File: src/rtl/control_pc.sv
// Fetch-stage program-counter sequencer: issues req/ack fetches, advances by 4,
// and redirects on taken branches, squashing wrong-path fetches still in flight.
module control_pc #(
  parameter logic [31:0] RESET_ADDR = 32'h0000_0000
) (
  input  logic        clk,
  input  logic        reset,
  input  logic        branch_taken,
  input  logic [31:0] branch_pc,
  input  logic [31:0] branch_offset,
  input  logic        stall,
  input  logic        fetch_ack,
  output logic        fetch_req,
  output logic [31:0] fetch_addr,
  output logic        instr_valid,
  output logic [31:0] instr_pc
);

  localparam logic [1:0] IDLE  = 2'd0;
  localparam logic [1:0] FETCH = 2'd1;
  localparam logic [1:0] STALL = 2'd2;

  logic [1:0]  state_q, state_d;
  logic [31:0] pc_q, pc_d;
  logic        pend_q, pend_d;
  logic [31:0] pend_tgt_q, pend_tgt_d;
  logic        fetch_req_q, fetch_req_d;
  logic        instr_valid_q, instr_valid_d;
  logic [31:0] instr_pc_q, instr_pc_d;
  logic [31:0] tgt;

  // Shifted-out offset bits are dropped and the sum wraps modulo 2^32.
  assign tgt = branch_pc + {branch_offset[29:0], 2'b00};

  // Next-state, PC and pending-redirect logic.
  always_comb begin
    state_d       = state_q;
    pc_d          = pc_q;
    pend_d        = pend_q;
    pend_tgt_d    = pend_tgt_q;
    instr_valid_d = 1'b0;
    instr_pc_d    = instr_pc_q;
    case (state_q)
      IDLE: begin
        state_d = FETCH;
        if (branch_taken) begin
          pc_d = tgt;
        end else begin
          pc_d = pc_q;
        end
      end
      FETCH: begin
        if (fetch_ack) begin
          if (pend_q || branch_taken) begin
            // Returned fetch is wrong-path; the newest branch wins.
            pc_d = branch_taken ? tgt : pend_tgt_q;
          end else begin
            instr_valid_d = 1'b1;
            instr_pc_d    = pc_q;
            pc_d          = pc_q + 32'd4;
          end
          pend_d  = 1'b0;
          state_d = stall ? STALL : FETCH;
        end else if (branch_taken) begin
          pend_d     = 1'b1;
          pend_tgt_d = tgt;
        end else begin
          state_d = FETCH;
        end
      end
      STALL: begin
        if (branch_taken) begin
          pc_d = tgt;
        end else begin
          pc_d = pc_q;
        end
        if (!stall) begin
          state_d = FETCH;
        end else begin
          state_d = STALL;
        end
      end
      default: begin
        state_d = IDLE;
      end
    endcase
    fetch_req_d = (state_d == FETCH);
  end

  // State registers with synchronous reset.
  always_ff @(posedge clk) begin
    if (reset) begin
      state_q       <= IDLE;
      pc_q          <= RESET_ADDR;
      pend_q        <= 1'b0;
      pend_tgt_q    <= 32'h0000_0000;
      fetch_req_q   <= 1'b0;
      instr_valid_q <= 1'b0;
      instr_pc_q    <= 32'h0000_0000;
    end else begin
      state_q       <= state_d;
      pc_q          <= pc_d;
      pend_q        <= pend_d;
      pend_tgt_q    <= pend_tgt_d;
      fetch_req_q   <= fetch_req_d;
      instr_valid_q <= instr_valid_d;
      instr_pc_q    <= instr_pc_d;
    end
  end

  assign fetch_req   = fetch_req_q;
  assign fetch_addr  = pc_q;
  assign instr_valid = instr_valid_q;
  assign instr_pc    = instr_pc_q;

endmodule

File: config.mk
export PLATFORM = sky130hd
export DESIGN_NAME = control_pc
export DESIGN_NICKNAME = d
export VERILOG_FILES = /design/src/rtl/control_pc.sv
export SDC_FILE = /design/constraint.sdc
export NUM_CORES = 1
export LEC_CHECK = 0
export BUFFER_PORTS_ARGS = -buffer_cell sky130_fd_sc_hd__buf_2
export CORE_ASPECT_RATIO = 0.9
export CORE_MARGIN = 2
export CORE_UTILIZATION = 45
export DETAILED_ROUTE_END_ITERATION = 8
export PLACE_DENSITY_LB_ADDON = 0.3
export SYNTH_ARGS = -nofsm -noshare
export SYNTH_HDL_FRONTEND = slang
export SYNTH_SLANG_ARGS = --single-unit
File: constraint.sdc
create_clock -name clk -period 4.6 [get_ports clk]
set_input_delay 1.38 -clock clk [delete_from_list [all_inputs] [get_ports clk]]
set_output_delay 1.38 -clock clk [all_outputs]
set_load 0.005 [all_outputs]
Word level (Yosys, flattened, before mapping) --
Cells that the tools add are included.
Storage, ports and cells: input bits 69, latch bits 0, memories kept 0, bits in registers 101, bits in writable memories 0, bits in read-only memories 0, output and inout bits 66
Cells by class: equal/unequal tests 5, bitwise logic cells 3, div/mod/pow operators 0, muxes and demuxes 12, order comparisons 0, add/sub/neg operators 2, shift-type cells 0, reductions and logical operators 10, $mul 0
Operator list (number):
- $mux 32 | 4
- $pmux 32 s2 | 1
- $add 32x3->32 const B | 1
- $add 32x32->32 | 1
- $mux 2 | 3
- $pmux 2 s3 | 1
- $reduce_and 3->1 | 2
- $eq 2x1->1 const B | 2
- $reduce_and 2->1 | 2
- $reduce_bool 2->1 | 2
- $mux 1 | 3
- $not 1->1 | 3
- $reduce_or 3->1 | 1
- $eq 2x2->1 const B | 1
- $logic_not 2->1 | 1
- $ne 2x1->1 const B | 1
- $ne 2x2->1 const B | 1
- $reduce_or 2->1 | 1
- $logic_or 1x1->1 | 1

Longest topological paths before layout --
word-level depth 5, depth in mapped cells 11, mapped depth without buffers 10

Least setup slack after synthesis --
OpenSTA, ideal clock, no wires.
kind input to register, from input port branch_pc[6], to register pc_q[29] (netlist: fetch_addr[29]), buffers on the path 0, slack 0.889 ns, required time 4.478 ns, stages 9, arrival time 3.589 ns, setup time 0.122 ns, cell sequence ha_1 > a21o_1 > a31o_1 > o2111ai_1 > a31oi_1 > a221o_2 > o311a_1 > xor2_1 > a221o_1
On the way: word-level cells in the longest chain between the ends 5, elaborated cells between the ends (all ways) 6, those cells by class add/sub: 1; mux: 5
Ends and longest elaborated chain:
- start, declared | line 9 | input logic [31:0] branch_pc,
- $add 32x32->32 (*) | line 33 | assign tgt = branch_pc + {branch_offset[29:0], 2'b00};
- $mux 32 | line 46, 72
- $mux 32 | line 54 | if (pend_q || branch_taken) begin
- $mux 32 | line 53 | if (fetch_ack) begin
- $pmux 32 s2 (*) | line 43 | case (state_q)
- end signal, assigned | line 102 | pc_q <= pc_d;
- end, declared | line 24 | logic [31:0] pc_q, pc_d;
Every way passes the cells marked *; elsewhere a longest branch is shown, timed or not. The select of a mux whose other input is x is not followed. A chain may end at the register's enable or synchronous reset.

Final worst setup path --
from input port branch_pc[2], to register pc_q[28] (netlist: fetch_addr[28])
Same word-level chain as after synthesis.

==> implementation parameters <==
Parameter                              Value

STA
  Max-Slew Margin vs Limit ... 44.74%
  Setup repair after global routing missed its margin ... no
  Final hold violation count ... 0
  Number of setup violations in the final report ... 0
  Setup total negative slack ... 0 ns
  Final Skew ... 0.005685 ns
  Worst-case setup margin in the final layout ... 0.7904 ns
  Total count of max-transition violations in the final report ... 0
  Final critical path time including I/O delays and setup ... 3.810 ns
  Fmax ... 262.5 MHz
  Actual transition at the worst max-transition pin ... 0.8185 ns
  Portion of the clock cycle consumed by the worst path in the final layout ... 82.82%

Global routing
  Wire length of the first global-routing pass ... 28.34 mm
  Residual overflow from global routing ... 0
  Number of global-route vias before repair ... 5589
  Combined global-route utilization of all metal layers ... 23.49%
  Maximum number of pins on one net before global-route repair ... 43
  Initial antenna violation count ... 0

Place
  Detailed placement HPWL ... 12.86 mm
  RD Place Congestion ... 0.8893
  Cell count after placement ... 1118
  Placed instance area ... 7099 um2
  Worst slack after detailed placement ... 0.4330 ns
  Port bufs ... 132

Detailed routing
  First drt pass iteration count ... 5
  Detailed-route via count ... 6476
  DR WL/cell ... 15.57 um
  Total wirelength of the detailed-routed design ... 17.66 mm
  DRC violations left ... 0
  Initial detailed-routing violation count ... 452
  Final ANT Viol Nets ... 0
  Via count normalized by instance count ... 5.711

Die
  Starting utilization of the core area ... 45.57%
  Die Height ... 116.4 um
  Die Width ... 128.8 um
  I/O pin cnt ... 135
  Overall die area ... 14990 um2
  Number of standard-cell rows in the floorplan ... 41
  Placeable core area ... 13850 um2

Status
  Result of the run ... finished clean

Clock tree
  CTS clk-pin slew, worst paths ... 0.07 ns
  H-tree depth ... 3
  Clock sink total ... 101
  Max Buffers Root-to-Sink ... 2
  Number of CTS-inserted buffers ... 9
  Quantity of hold-fixing buffers added after cts ... 0
  Root Driver ... sky130_fd_sc_hd__clkbuf_16
  CTS tree ... done
  Worst skew pair latency ... 0.35 ns
  Quantity of gates resized following cts ... 0
  Buffer count from post-CTS setup fixing ... 0

Power and ir drop
  Total internal power ... 1565 uW
  Net switching power figure ... 752.6 uW
  Sw Share ... 32.47%
  Sequential cell fraction of total power ... 43.4%
  Share of power burned in the clock network ... 31.1%
  Share of total power in combinational logic ... 25.5%
  Static leakage ... 0.003038 uW
  Worst ir drop on vdd ... 0.0001748 V
  Total power divided by cell area ... 314.1 nW/um2

Cells and area
  Leading cell types in the layout, fill and taps excluded ... 172 x sky130_fd_sc_hd__nand2_1, 132 x sky130_fd_sc_hd__buf_2, 121 x sky130_fd_sc_hd__a21oi_1
  Commonest non-fill, non-tap cell in the layout ... sky130_fd_sc_hd__nand2_1
  Antenna fix cells ... 0
  Count of placed standard cells in the final layout, fillers left out ... 1134
  Net total in the final layout ... 1057
  Final core occ ... 53.28%
  Total non-filler cell area in the finished layout ... 7380 um2
  Area delta synth->final ... 16.91%
  Count of filler cells inserted in the layout ... 1411
  Fraction of layout cells with a size suffix above 1 ... 18.09%

Synthesis
  Post-synthesis cell area ... 6312 um2
  Part of the Yosys area used for sequential elements ... 32.03%
  Count of flip-flops with a built-in enable after synthesis ... 0
  Syn Inst Count ... 854
  Commonest register cell after synthesis ... sky130_fd_sc_hd__dfxtp_1
  Net count after synthesis ... 954
  Number of flip-flops and latches in the synthesized netlist ... 101
  Number of library cell types mapped by synthesis ... 66
  Avg Cell Area, Syn ... 7.391 um2
  Proportion of synthesized flip-flops having asynchronous set or reset ... 0%
  Yosys synthesis warning count ... 0

Setup path
  CP arrival ... 4.05 ns
  Crit path kind ... input port to register
  Data required time of the worst path ... 4.84 ns
  Critical path startpoint category ... input port
  Critical Path Sink Type ... register
  Top fanout value on the critical path ... 3

Hold path
  Hold/Removal Path Class ... register to register

Flow run
  Max-capacitance violation count ... 0
[worst paths after layout]
kind	start	cells past startpoint	end	slack (ns)
worst max-delay path	branch_pc[2]	11	fetch_addr[28]	0.79
worst min-delay path	pend_tgt_q[19]	2	pend_tgt_q[19]	0.45
worst max register to register	fetch_addr[2]	9	fetch_addr[30]	1.94
worst min register to register	pend_tgt_q[19]	2	pend_tgt_q[19]	0.45
[Yosys cell counts (3+ instances only)]
master                      number  area, um2
sky130_fd_sc_hd__a211oi_1       14      105.1
sky130_fd_sc_hd__a21o_1         19      142.6
sky130_fd_sc_hd__a21oi_1       121      605.6
sky130_fd_sc_hd__a221o_1         4      40.04
sky130_fd_sc_hd__a221oi_1        5      43.79
sky130_fd_sc_hd__a22oi_1         5      37.54
sky130_fd_sc_hd__a311oi_1        3      26.28
sky130_fd_sc_hd__a31oi_1         9      56.30
sky130_fd_sc_hd__and2_1          4      25.02
sky130_fd_sc_hd__and3_1          9      56.30
sky130_fd_sc_hd__and4_1          4      35.03
sky130_fd_sc_hd__clkbuf_1       49      183.9
sky130_fd_sc_hd__dfxtp_1       101       2022
sky130_fd_sc_hd__ha_1           30      375.4
sky130_fd_sc_hd__inv_1          13      48.80
sky130_fd_sc_hd__mux2i_1         3      30.03
sky130_fd_sc_hd__nand2_1       172      645.6
sky130_fd_sc_hd__nand2b_1        5      31.28
sky130_fd_sc_hd__nand3_1        22      110.1
sky130_fd_sc_hd__nand4_1        10      62.56
sky130_fd_sc_hd__nor2_1         63      236.5
sky130_fd_sc_hd__nor2b_1         3      18.77
sky130_fd_sc_hd__nor3_1         19      95.09
sky130_fd_sc_hd__nor3b_1         3      22.52
sky130_fd_sc_hd__nor4_1          4      25.02
sky130_fd_sc_hd__o2111ai_1       3      26.28
sky130_fd_sc_hd__o211ai_1       17      127.6
sky130_fd_sc_hd__o21a_1          4      30.03
sky130_fd_sc_hd__o21ai_0        37      185.2
sky130_fd_sc_hd__o21bai_1        5      37.54
sky130_fd_sc_hd__o311ai_0        7      61.31
sky130_fd_sc_hd__o32ai_1         3      26.28
sky130_fd_sc_hd__or3_1           4      25.02
sky130_fd_sc_hd__or4_1           3      22.52
sky130_fd_sc_hd__xnor2_1        23      201.4
sky130_fd_sc_hd__xor2_1         15      131.4
[state kept, by name (all words and copies together) (netlist names)]
name / cells
pend_q: 1
instr_pc: 32
state_q: 2
pend_tgt_q: 32
fetch_req: 1
instr_valid: 1
fetch_addr: 32
[cell type report]
cell class	instances	area [um2]	share of cell area, %
Clock buffer	13	260.3	3.527
Tap cell	172	215.2	2.916
Sequential cell	101	2022	27.40
Inverter	14	52.55	0.7121
Clock inverter	3	20.02	0.2713
Multi-Input combinational cell	687	4059	55.00
Timing Repair Buffer	144	750.7	10.17
[cells by family after synthesis]
| logic type | Yosys count | synth area share [%] |
|---|---|---|
| and+or+nand+nor | 335 | 23.96 |
| adders and majority gates | 31 | 6.264 |
| AOI/OAI and AO/OA | 278 | 27.63 |
| DFF | 101 | 32.03 |
| buffers and inverters | 66 | 3.945 |
| muxes | 5 | 0.8919 |
| xor gates and xnor gates | 38 | 5.273 |
[power groups by stage]
stage	combinational (uW)	sequential (uW)	clock [uW]
global route	657	1010	768
finish	591	1010	720
floorplan	401	1000	0
global placement	579	1020	0
CTS	586	1000	735
detailed placement	584	1020	0
[critical path: stages]
cell and delay (ns):
sky130_fd_sc_hd__buf_2 0.10, sky130_fd_sc_hd__ha_1 0.23, sky130_fd_sc_hd__fa_1 0.40, sky130_fd_sc_hd__a21o_1 0.22
sky130_fd_sc_hd__a221o_2 0.36, sky130_fd_sc_hd__o221ai_1 0.26, sky130_fd_sc_hd__a2bb2oi_1 0.33, sky130_fd_sc_hd__a31oi_1 0.15
sky130_fd_sc_hd__xnor2_1 0.29, sky130_fd_sc_hd__nor2b_1 0.08, sky130_fd_sc_hd__a221o_1 0.25
[per-stage QoR]
step / total power, uW / hold WS (ns)
floorplan: 1402 / 0.4311
global placement: 1602 / 0.4384
detailed placement: 1607 / 0.4429
CTS: 2325 / 0.4521
global route: 2440 / 0.4642
finish: 2318 / 0.4499
[metal layers]
metal	share of wire (%)	GRT usage (%)	vias to the layer above
li1	-	-	3288
met1	49	34.60	2981
met2	43	35.84	189
met3	6.1	3.481	18
met4	1.3	6.522	0
met5	0	0	-
No activity file was read; power rests on OpenSTA's default activity.
